==> config.mk <==
export PLATFORM = sky130hd
export DESIGN_NAME = lock_code_sender
export DESIGN_NICKNAME = d
export VERILOG_FILES = /design/src/rtl/lock_code_sender_pkg.sv /design/src/rtl/lock_code_sender_shift.sv /design/src/rtl/lock_code_sender.sv
export SDC_FILE = /design/constraint.sdc
export NUM_CORES = 1
export LEC_CHECK = 0
export CAP_MARGIN = 0
export CORE_UTILIZATION = 40
export DETAILED_ROUTE_END_ITERATION = 10
export PLACE_DENSITY = 0.71
export SLEW_MARGIN = 20
export SYNTH_ARGS = -nofsm -noshare
export SYNTH_HDL_FRONTEND = slang
export SYNTH_HIERARCHICAL = 1
export SYNTH_SLANG_ARGS = --single-unit
export TNS_END_PERCENT = 1
==> constraint.sdc <==
create_clock -name clk -period 1.9 [get_ports clk]
set_clock_uncertainty 0.1 [all_clocks]
set_input_delay 0.38 -clock clk [delete_from_list [all_inputs] [get_ports clk]]
set_output_delay 0.38 -clock clk [all_outputs]
set_load 0.02 [all_outputs]
==> src/rtl/lock_code_sender_pkg.sv <==
// Shared constants for both ends of the serial combination-lock link.
// CODE_LEN and HOLD_CYCLES defaults match the lock's code length and unlock window.
package lock_code_sender_pkg;

  typedef enum logic [1:0] {
    ST_IDLE = 2'd0,
    ST_SEND = 2'd1,
    ST_HOLD = 2'd2,
    ST_DONE = 2'd3
  } state_e;

  localparam int unsigned DEF_CODE_LEN    = 4;
  localparam int unsigned DEF_HOLD_CYCLES = 10;

  // Width of a counter that must hold values 0..n.
  function automatic int unsigned cnt_width(input int unsigned n);
    return (n == 0) ? 1 : $clog2(n + 1);
  endfunction

endpackage

==> src/rtl/lock_code_sender_shift.sv <==
// Loadable MSB-first shift register with registered serial bit, valid flag and 1-based bit index.
module lock_shift_out #(
  parameter int unsigned CODE_LEN   = 4,
  parameter logic        IDLE_LEVEL = 1'b0
) (
  input  logic                         clk,
  input  logic                         reset,
  input  logic                         load,
  input  logic                         shift,
  input  logic [CODE_LEN-1:0]          code,
  output logic                         x_out,
  output logic                         tx_valid,
  output logic [$clog2(CODE_LEN+1)-1:0] bit_idx
);

  localparam int unsigned IW = $clog2(CODE_LEN + 1);

  logic [CODE_LEN-1:0] sr;

  // The MSB goes straight to x_out on load; sr keeps the remaining bits left-aligned.
  always_ff @(posedge clk or posedge reset) begin
    if (reset) begin
      sr       <= '0;
      x_out    <= IDLE_LEVEL;
      tx_valid <= 1'b0;
      bit_idx  <= '0;
    end else if (load) begin
      sr       <= code << 1;
      x_out    <= code[CODE_LEN-1];
      tx_valid <= 1'b1;
      bit_idx  <= IW'(1);
    end else if (shift) begin
      sr       <= sr << 1;
      x_out    <= sr[CODE_LEN-1];
      tx_valid <= 1'b1;
      bit_idx  <= bit_idx + 1'b1;
    end else begin
      sr       <= '0;
      x_out    <= IDLE_LEVEL;
      tx_valid <= 1'b0;
      bit_idx  <= '0;
    end
  end

endmodule

==> src/rtl/lock_code_sender.sv <==
// Serial code transmitter for the combination lock: sends CODE_LEN bits MSB first,
// holds the line idle for HOLD_CYCLES, then pulses done for one cycle.
module lock_code_sender
  import lock_code_sender_pkg::*;
#(
  parameter int unsigned CODE_LEN    = DEF_CODE_LEN,
  parameter int unsigned HOLD_CYCLES = DEF_HOLD_CYCLES,
  parameter logic        IDLE_LEVEL  = 1'b0
) (
  input  logic                          clk,
  input  logic                          reset,
  input  logic                          start,
  input  logic [CODE_LEN-1:0]           code,
  input  logic                          abort,
  output logic                          x_out,
  output logic                          tx_valid,
  output logic [$clog2(CODE_LEN+1)-1:0] bit_idx,
  output logic                          busy,
  output logic                          done
);

  localparam int unsigned      IW        = $clog2(CODE_LEN + 1);
  localparam int unsigned      HW        = cnt_width(HOLD_CYCLES);
  localparam logic [IW-1:0]    LAST_IDX  = IW'(CODE_LEN);
  localparam logic [HW-1:0]    HOLD_INIT = HW'(HOLD_CYCLES);

  state_e        state;
  logic [HW-1:0] hold_cnt;
  logic          load;
  logic          shift;

  // Datapath controls; anything other than load/shift returns the line to idle.
  always_comb begin
    load  = 1'b0;
    shift = 1'b0;
    if (!abort) begin
      case (state)
        ST_IDLE: load  = start;
        ST_SEND: shift = (bit_idx != LAST_IDX);
        default: ;
      endcase
    end
  end

  always_ff @(posedge clk or posedge reset) begin
    if (reset) begin
      state    <= ST_IDLE;
      hold_cnt <= '0;
      busy     <= 1'b0;
      done     <= 1'b0;
    end else begin
      done <= 1'b0;
      if (abort) begin
        state    <= ST_IDLE;
        hold_cnt <= '0;
        busy     <= 1'b0;
      end else begin
        case (state)
          ST_IDLE: begin
            if (start) begin
              state <= ST_SEND;
              busy  <= 1'b1;
            end
          end
          ST_SEND: begin
            if (bit_idx == LAST_IDX) begin
              if (HOLD_CYCLES == 0) begin
                state <= ST_DONE;
                busy  <= 1'b0;
                done  <= 1'b1;
              end else begin
                state    <= ST_HOLD;
                hold_cnt <= HOLD_INIT;
              end
            end
          end
          ST_HOLD: begin
            // Counter runs HOLD_CYCLES..1; a stray 0 also exits rather than wrapping.
            if (hold_cnt <= HW'(1)) begin
              state    <= ST_DONE;
              hold_cnt <= '0;
              busy     <= 1'b0;
              done     <= 1'b1;
            end else begin
              hold_cnt <= hold_cnt - 1'b1;
            end
          end
          ST_DONE: begin
            state <= ST_IDLE;
          end
          default: begin
            state    <= ST_IDLE;
            hold_cnt <= '0;
            busy     <= 1'b0;
          end
        endcase
      end
    end
  end

  lock_shift_out #(
    .CODE_LEN  (CODE_LEN),
    .IDLE_LEVEL(IDLE_LEVEL)
  ) u_shift (
    .clk     (clk),
    .reset   (reset),
    .load    (load),
    .shift   (shift),
    .code    (code),
    .x_out   (x_out),
    .tx_valid(tx_valid),
    .bit_idx (bit_idx)
  );

endmodule
==> impl_results.md, run 1 <==
* Buf/Inv on CP at 1
* Critical path required time at 1.42 ns
* Row count at 16
* Vias in the first global route at 587
* Internal power at 821.3 µW
* Antenna-violating nets left at 0
* Cell count after placement at 121
* DR DRC count at 0
* Crit-path cells: clkdlybuf4s50_1
* Logic gate share of total power at 0.444
* Post-layout min period at 1.784 ns
* Ys async rst share at 1.000
* Antenna diodes at 0
* Place WS at -0.01200 ns
* CP endpoint: bit_idx[2]
* Mapped Area at 842.1 µm²
* Core area at 1962 µm²
* # IOs at 15
* WHS at 0.2441 ns
* Antenna violations before repair at 0
* Main flop type after synthesis: dfrtp_1
* Initial DRC Count at 8
* Syn Nets at 90
* First-pass GRT wire length at 2.463 mm
* CTS sink count at 16
* Initial DRT Pass Iterations at 4
* Syn avg cell area at between 10 and 15 µm²
* Max-slew headroom at 0.7671
* Max Cap Viol at 0
* Synth Warn # at 6
* Most frequent cells in the layout: 16 x dfrtp_1, 14 x clkdlybuf4s50_1, 7 x inv_1
* Tcrit/Tclk final at 0.9389
* Worst r2r src: state[0]
* Critical path's top delay family: buffers and inverters
* Leak at 0.0005203 µW
* Initial Util at 0.4292
* Clk root buf: clkbuf_4
* FF-to-FF End: hold_cnt[0]
* Count of input and output buffers at 14
* Worst-Margin Slew at 0.3458 ns
* PD cells at 1184 nW/µm²
* Hold Vio Cnt, Final at 0
* Top post-synthesis cells by area: dfrtp_1 48%, ha_1 8.9%, a22o_1 4.2%
* CTS buffer count at 3
* CTS-repair resized insts at 0
* Element type at the critical path end: output pin
* Fillers at 192
* Clk slew on worst S/H paths at around 0.1 ns
* Final setup viols at 0
* Number of vias in the routed layout at between 600 and 700
* Switching Share at 0.3612
* Unrepaired setup endpoints after global routing: false
* DP HPWL at 1.185 mm
* GRT Overall Usage at 0.1573
* Pin count of the biggest net entering global routing at 11
* HP Class: in2async
* Crit path max fanout at 4
* Outcome: finished, final reports clean
* Crit path launch: u_shift/bit_idx[2]
* Commonest non-fill, non-tap cell in the layout: dfrtp_1
* DR vias/cell at around 5.0
* Startpoint Class: register
* Switch Pwr at 464.4 µW
* Final cell count without fillers at 125
* Nets at 113
* Clk pwr share at 0.172
* GP Congestion at 0.7807
* Layout area overhead at 28.97%
* Die ar. at 2292 µm²
* Drt total wl at 1.523 mm
* Setup Fix Bufs, Post-CTS at 0
* Count of pins over their slew limit at 0
* Register area share after synthesis at 0.4755
* Total gr overflow at 0
* #FFs+latches synth at 16
* Critical path type: reg2out
* Crit path largest cell delay at 0.62 ns
* DR WL/cell at 12.18 µm
* Top cell type's share of synthesized area at 0.4755
* Syn Inst Count at 76
* H-Tree Depth at 1
* TritonCTS clock tree: done
* Fmax at 560.6 MHz
* Sequential Power Share at 0.384
* Worst EP arrival at 1.30 ns
* WP depth at 1
* Final TNS setup at 0 ns
* Setup ws final at ~0.12 ns
* Leading area contributor after synthesis: dfrtp_1
* Peak supply drop at 0.0006756 V
* Die height at 47.88 µm
* Hold Buf Count CTS at 0
* Layout cells sized above 1 at 0.1735
* EDFF count, synth at 0
* CP max-delay cell: clkdlybuf4s50_1
* FF-to-FF setup slack at ~0.14 ns
* FF-to-FF path depth at 5
* Clock latency on the worst-skew pair at between 0.2 and 0.3 ns
* Distinct cell type count after synthesis at 35
* Maximum root-to-sink buffer count at 2
* Die width at 47.88 µm
==> cell usage after synthesis (2+ instances only) <==
master / instances
and2_1: 2
nor2_1: 4
inv_1: 7
dfrtp_1: 16
nand2b_1: 2
ha_1: 6
o2bb2ai_1: 3
a22o_1: 4
nor3_2: 2
a22oi_1: 2
a21oi_1: 2
nor3_1: 2
nor2b_1: 2
==> metrics by stage <==
step | power [µW] | cell area [µm²] | util
floorplan | 878.9 | 842.1 | -
CTS | 1302 | 1086 | 0.5536
finish | 1286 | 1086 | 0.5536
global route | 1398 | 1086 | 0.5536
global placement | 1066 | 1050 | 0.5351
detailed placement | 1070 | 1050 | 0.5351
==> registers in the layout (all words and copies together), names as in the netlist <==
name / cells
hold_cnt: 4
u_shift/bit_idx: 3
u_shift/sr: 3
state: 2
busy: 1
done: 1
u_shift/tx_valid: 1
u_shift/x_out: 1
==> worst reg2reg max path, delay by kind of cell (launching register included) <==
kind	cells	cell delay, ns
fa+ha+maj	1	0.26
simple gates	3	0.59
flops	1	0.45
mux	1	0.27
==> worst min path at each step <==
stage / to / slack, ns
6_report: u_shift/sr[1] / 0.24
5_1_grt: u_shift/x_out / 0.29
4_1_cts: u_shift/x_out / 0.25
3_5_place_dp: u_shift/x_out / 0.36
3_3_place_gp: u_shift/sr[2] / 0.36
2_1_floorplan: busy / 0.1
==> metal layers <==
layer / track usage / vias up / part of all wire
met5: 0 / - / 0
met4: 0.05000 / 0 / 0.0033
met3: 0.03396 / 2 / 0.047
met2: 0.2595 / 15 / 0.48
met1: 0.2051 / 295 / 0.47
li1: - / 313 / -
==> kinds of logic (layout without fill, tap and decap cells) <==
| kind of cell | Yosys count | count (layout) | share of synthesized area |
|---|---|---|---|
| simple gates | 25 | 25 | 0.2021 |
| flops | 16 | 16 | 0.4755 |
| mux | 1 | 1 | 0.01337 |
| xor+xnor | 1 | 1 | 0.01040 |
| fa+ha+maj | 6 | 6 | 0.08915 |
| buf+inv | 8 | 30 | 0.03566 |
| compound gates | 19 | 19 | 0.1738 |
==> power groups by stage <==
stage / sequential [µW] / clock [µW] / combinational [µW]
2_1_floorplan: 526 / 0 / 353
3_3_place_gp: 498 / 0 / 568
3_5_place_dp: 501 / 0 / 570
4_1_cts: 495 / 229 / 578
5_1_grt: 507 / 248 / 642
6_report: 494 / 221 / 571
==> cell type report <==
class	instances	area, µm²	area share
multi-input combinational	52	411.6	0.3790
sequential	16	400.4	0.3687
timing repair buffer	19	177.7	0.1636
clock buffer	4	36.28	0.03341
tap	27	33.78	0.03111
inverter	7	26.28	0.02419
Note: power is estimated with default switching activity, not from simulation.
==> run 2, diff against run 1 <==
Settings changed: RECOVER_POWER from default to 25.
==> run 2 against run 1 <==
  * Via count is the same
  * Wire length stayed put
  * Register-to-register slack is essentially flat
  * Sequential power barely moved
  * Fmax unchanged
  * Total power about the same
  * Worst hold slack gained 0.13 ns
  * Critical endpoint unchanged
  * Largest power group unchanged
==> impl_results.md, run 2 (synthesis results as in run 1) <==
* Die ar. at 2292 µm² (unchanged)
* Layout area overhead at 28.97% (unchanged)
* Most frequent cells in the layout: 16 x dfrtp_1, 13 x clkdlybuf4s50_1, 7 x inv_1
* Outcome: finished, final reports clean
* Commonest non-fill, non-tap cell in the layout: dfrtp_1
* HP Class: in2async
* Antenna violations before repair at 0 (unchanged)
* Internal power at 820.9 µW (about the same)
* Fmax at 560.6 MHz (unchanged)
* Initial Util at 0.4292 (unchanged)
* Clk root buf: clkbuf_4
* Pin count of the biggest net entering global routing at 11 (unchanged)
* Maximum root-to-sink buffer count at 2 (unchanged)
* Leak at 0.0005206 µW (about the same)
* Total gr overflow at 0 (unchanged)
* Final setup viols at 0 (unchanged)
* Nets at 113 (unchanged)
* DR vias/cell at 5.000 (unchanged)
* First-pass GRT wire length at 2.463 mm (unchanged)
* DP HPWL at 1.185 mm (unchanged)
* Initial DRT Pass Iterations at 4 (unchanged)
* TritonCTS clock tree: done
* Switch Pwr at 464.4 µW (unchanged)
* Die height at 47.88 µm (unchanged)
* Hold Vio Cnt, Final at 0 (unchanged)
* Number of vias in the routed layout at 625 (unchanged)
* Final TNS setup at 0 ns (unchanged)
* Count of pins over their slew limit at 0 (unchanged)
* Tcrit/Tclk final at 0.9389 (unchanged)
* CTS sink count at 16 (unchanged)
* PD cells at 1183 nW/µm² (about the same)
* Crit path max fanout at 4 (unchanged)
* GRT Overall Usage at 0.1573 (unchanged)
* Hold Buf Count CTS at 0 (unchanged)
* WP depth at 1 (unchanged)
* GP Congestion at 0.7807 (unchanged)
* Antenna-violating nets left at 0 (unchanged)
* CTS buffer count at 3 (unchanged)
* Worst-Margin Slew at 0.3458 ns (unchanged)
* FF-to-FF path depth at 5 (unchanged)
* Crit path largest cell delay at 0.62 ns (about the same)
* Crit-path cells: clkdlybuf4s50_1
* Post-layout min period at 1.784 ns (unchanged)
* Max-slew headroom at 0.7671 (unchanged)
* Clk pwr share at 0.172 (about the same)
* Clk slew on worst S/H paths at 0.10 ns (about the same)
* Antenna diodes at 0 (unchanged)
* Switching Share at 0.3613 (about the same)
* Unrepaired setup endpoints after global routing: false
* Number of flip-flops under the largest register name at 4 (unchanged)
* Critical path's top delay family: buffers and inverters
* CTS-repair resized insts at 0 (unchanged)
* Die width at 47.88 µm (unchanged)
* Top Registers: hold_cnt x4, u_shift/bit_idx x3, u_shift/sr x3
* Setup Fix Bufs, Post-CTS at 0 (unchanged)
* Row count at 16 (unchanged)
* Peak supply drop at 0.0006756 V (about the same)
* Initial DRC Count at 8 (unchanged)
* Logic gate share of total power at 0.444 (about the same)
* DR WL/cell at 12.18 µm (unchanged)
* Count of input and output buffers at 14 (unchanged)
* Layout cells sized above 1 at 0.1735 (unchanged)
* Sequential Power Share at 0.384 (about the same)
* # IOs at 15 (unchanged)
* Worst EP arrival at 1.30 ns (about the same)
* Critical path type: reg2out
* Buf/Inv on CP at 1 (unchanged)
* Drt total wl at 1.523 mm (unchanged)
* Vias in the first global route at 587 (unchanged)
* CP max-delay cell: clkdlybuf4s50_1
* Final total power at 1285 µW (about the same)
* Clock latency on the worst-skew pair at 0.28 ns (about the same)
* DR DRC count at 0 (unchanged)
* Critical path required time at 1.42 ns (about the same)
* Max Cap Viol at 0 (unchanged)
* Startpoint Class: register
* Top reg by flops: hold_cnt
* Core area at 1962 µm² (unchanged)
* Element type at the critical path end: output pin
* H-Tree Depth at 1 (unchanged)
run 2: cell count changes in the layout (fill, tap and decap cells not counted), sizes merged:
| cell | previous run | this run |
|---|---|---|
| dlygate4sd3 | 0 | 1 |
| clkdlybuf4s50 | 14 | 13 |
run 2: layout make-up:
class / instances / area [µm²]
fill: 192 / 875.8
tap: 27 / 33.78
timing repair buffer: 19 / 177.7
clock buffer: 4 / 36.28
inverter: 7 / 26.28
multi-input combinational: 52 / 411.6
sequential: 16 / 400.4
run 2: power by group through the flow:
stage / Clock, µW / Combinational [µW] / Sequential, µW
floorplan: 0 / 353 / 526
global placement: 0 / 568 / 498
detailed placement: 0 / 570 / 501
CTS: 229 / 578 / 495
global route: 248 / 642 / 507
finish: 221 / 570 / 494
run 2: path summary, 6_finish.rpt:
kind,startpoint,end,slack [ns]
worst max-delay path,u_shift/bit_idx[2],bit_idx[2],0.12
worst min register to register,u_shift/sr[1],u_shift/sr[2],0.38
min in group clk,u_shift/sr[1],u_shift/sr[2],0.38
worst max register to register,state[0],hold_cnt[0],0.14
worst min-delay path,reset,u_shift/sr[1],0.38
max in group asynchronous,reset,state[1],1.04
run 2: stage by stage:
step	utilization	instances	hold slack (ns)	instance area [µm²]	worst slack, ns
after floorplan	-	76	0.09566	842.1	0.3014
after global placement	0.5351	121	0.3599	1050	0.003455
after detailed placement	0.5351	121	0.3627	1050	-0.01200
after CTS	0.5536	125	0.2539	1086	0.09077
after global routing	0.5536	125	0.4029	1086	0.0008715
final	0.5536	125	0.3781	1086	0.1162
run 2: metal layers:
layer / up-vias / global-route usage / wire length, µm
li1: 313 / - / -
met1: 295 / 0.2051 / 714
met4: 0 / 0.05000 / 5
met2: 15 / 0.2595 / 731
met3: 2 / 0.03396 / 72
met5: - / 0 / 0
==> run 3, diff against run 2 <==
Settings changed: CTS_CLUSTER_DIAMETER from default to 100, PLACE_DENSITY 0.71 to 0.7.
==> run 3 against run 2 <==
  * Utilization shrank 0.38 points
  * Wire length grew 0.85%
  * Worst hold slack gained 0.0045 ns
  * Cell area shrank 0.69%
  * Non-clock buffer count shrank 1
  * Flip-flop and latch count is the same
  * Fmax shrank 0.58%
  * Setup slack lost 0.010 ns
  * Die area is the same
  * Final cell count shrank 0.80%
  * Clock-buffer cell count is the same
  * Largest cell class unchanged
==> impl_results.md, run 3 (synthesis results as in run 1) <==
* Outcome: finished, final reports clean
* Finished Core Util at 0.5497 (-0.003826)
* Clk slew on worst S/H paths at 0.09 ns (about the same)
* Worst-Margin Slew at 0.3389 ns (-0.006909 ns)
* First-pass GRT wire length at 2.456 mm (-0.28%)
* Element type at the critical path end: output pin
* Antenna-violating nets left at 0 (unchanged)
* Max Cap Viol at 0 (unchanged)
* Nets at 112 (-0.88%)
* Critical path type: reg2out
* Initial DRT Pass Iterations at 3 (-1)
* Layout cells sized above 1 at 0.1649 (-0.008521)
* Count of pins over their slew limit at 0 (unchanged)
* PD cells at 1195 nW/µm² (+1.0%)
* Row count at 16 (unchanged)
* DR vias/cell at 5.121 (+2.4%)
* H-Tree Depth at 1 (unchanged)
* Number of flip-flops under the largest register name at 4 (unchanged)
* Worst EP arrival at 1.31 ns (about the same)
* Tcrit/Tclk final at 0.9443 (+0.005433)
* Crit-path cells: clkdlybuf4s50_1
* Peak supply drop at 0.0006324 V (-6.4%)
* Post-place instance area at 1042 µm² (-0.72%)
* Crit path largest cell delay at 0.63 ns (about the same)
* Initial DRC Count at 2 (-6)
* DR DRC count at 0 (unchanged)
* CP max-delay cell: clkdlybuf4s50_1
* Final cell count without fillers at 124 (-0.80%)
* Most frequent cells in the layout: 16 x dfrtp_1, 13 x clkdlybuf4s50_1, 7 x inv_1
* GP Congestion at 0.8109 (+3.9%)
* Maximum root-to-sink buffer count at 2 (unchanged)
* Final TNS setup at 0 ns (unchanged)
* Crit path max fanout at 5 (+1)
* HP Class: reg2reg
* CTS sink count at 16 (unchanged)
* Number of vias in the routed layout at 635 (+1.6%)
* GRT Overall Usage at 0.1543 (-0.002995)
* Total gr overflow at 0 (unchanged)
* Startpoint Class: register
* TritonCTS clock tree: done
* Die width at 47.88 µm (unchanged)
* Commonest non-fill, non-tap cell in the layout: dfrtp_1
* Setup Fix Bufs, Post-CTS at 0 (unchanged)
* Hold Buf Count CTS at 0 (unchanged)
* Hold Vio Cnt, Final at 0 (unchanged)
* Antenna diodes at 0 (unchanged)
* Drt total wl at 1.536 mm (+0.85%)
* Final instance area at 1079 µm² (-0.69%)
* Post-layout min period at 1.794 ns (+0.01032 ns)
* Final setup viols at 0 (unchanged)
* Buf/Inv on CP at 1 (unchanged)
* Met2 Usage GRT at 0.2595 (unchanged)
* Count of input and output buffers at 14 (unchanged)
* Critical path required time at 1.42 ns (about the same)
* Clk root buf: clkbuf_4
* CTS buffer count at 3 (unchanged)
* Cell count after placement at 120 (-0.83%)
* CTS-repair resized insts at 0 (unchanged)
* DR WL/cell at 12.39 µm (+1.7%)
* Die ar. at 2292 µm² (unchanged)
* Unrepaired setup endpoints after global routing: false
* Top reg by flops: hold_cnt
* Met3 Use GR at 0.03019 (-0.003774)
* Core area at 1962 µm² (unchanged)
* GRT busiest layer: met2
* Clock latency on the worst-skew pair at 0.28 ns (about the same)
* Vias in the first global route at 625 (+6.5%)
* Leak at 0.0005153 µW (-1.0%)
* Max-slew headroom at 0.7717 (+0.004655)
* Fmax at 557.4 MHz (-0.58%)
* Critical path's top delay family: buffers and inverters
* Die height at 47.88 µm (unchanged)
* # IOs at 15 (unchanged)
* Met1 Track Usage GR at 0.1822 (-0.02289)
* Antenna violations before repair at 0 (unchanged)
* Pin count of the biggest net entering global routing at 10 (-1)
* Initial Util at 0.4292 (unchanged)
* Fillers at 191 (-0.52%)
* Layout area overhead at 28.08%
* DP HPWL at 1.255 mm (+5.9%)
* Top Registers: hold_cnt x4, u_shift/bit_idx x3, u_shift/sr x3
==> run 3: cell count changes in the layout (fill, tap and decap cells not counted) <==
cell,before,now
buf_4,5,4
==> run 3: worst paths after layout <==
| check | startpoint | end | slack, ns | cells past startpoint |
|---|---|---|---|---|
| setup reg to reg | state[0] | hold_cnt[0] | 0.16 | 6 |
| setup / recovery | u_shift/bit_idx[0] | bit_idx[0] | 0.11 | 1 |
| min in group asynchronous | reset | u_shift/tx_valid | 0.39 | 2 |
| hold / removal | u_shift/sr[3] | u_shift/x_out | 0.38 | 1 |
| hold reg to reg | u_shift/sr[3] | u_shift/x_out | 0.38 | 1 |
| max in group asynchronous | reset | busy | 1.06 | 2 |
==> run 3: area by class of cell <==
cell class | instances | area, µm² | area share
Clock buffer | 4 | 36.28 | 0.03364
Inverter | 7 | 26.28 | 0.02436
Multi-Input combinational cell | 52 | 411.6 | 0.3817
Sequential cell | 16 | 400.4 | 0.3712
Tap cell | 27 | 33.78 | 0.03132
Timing Repair Buffer | 18 | 170.2 | 0.1578
==> run 3: metrics by stage <==
stage	hold slack [ns]	total power [µW]	setup WS, ns
after floorplan	0.09566	878.9	0.3014
after global placement	0.3584	1060	0.03778
after detailed placement	0.3668	1073	0.01392
after CTS	0.2527	1302	0.08789
after global routing	0.4027	1391	0.03459
final	0.3826	1289	0.1058
==> run 3: report_power, final <==
group	leakage (µW)	total, µW	switching [µW]	internal, µW
combinational	0.000281	573	294	279
clock	0.0000210	221	105	117
sequential	0.000213	495	71.6	424
total	0.000515	1290	470	819
==> run 3: metal layers <==
metal	part of all wire	vias to the layer above
li1	-	312
met2	0.51	10
met5	0	-
met4	0.0059	0
met1	0.45	311
met3	0.033	2
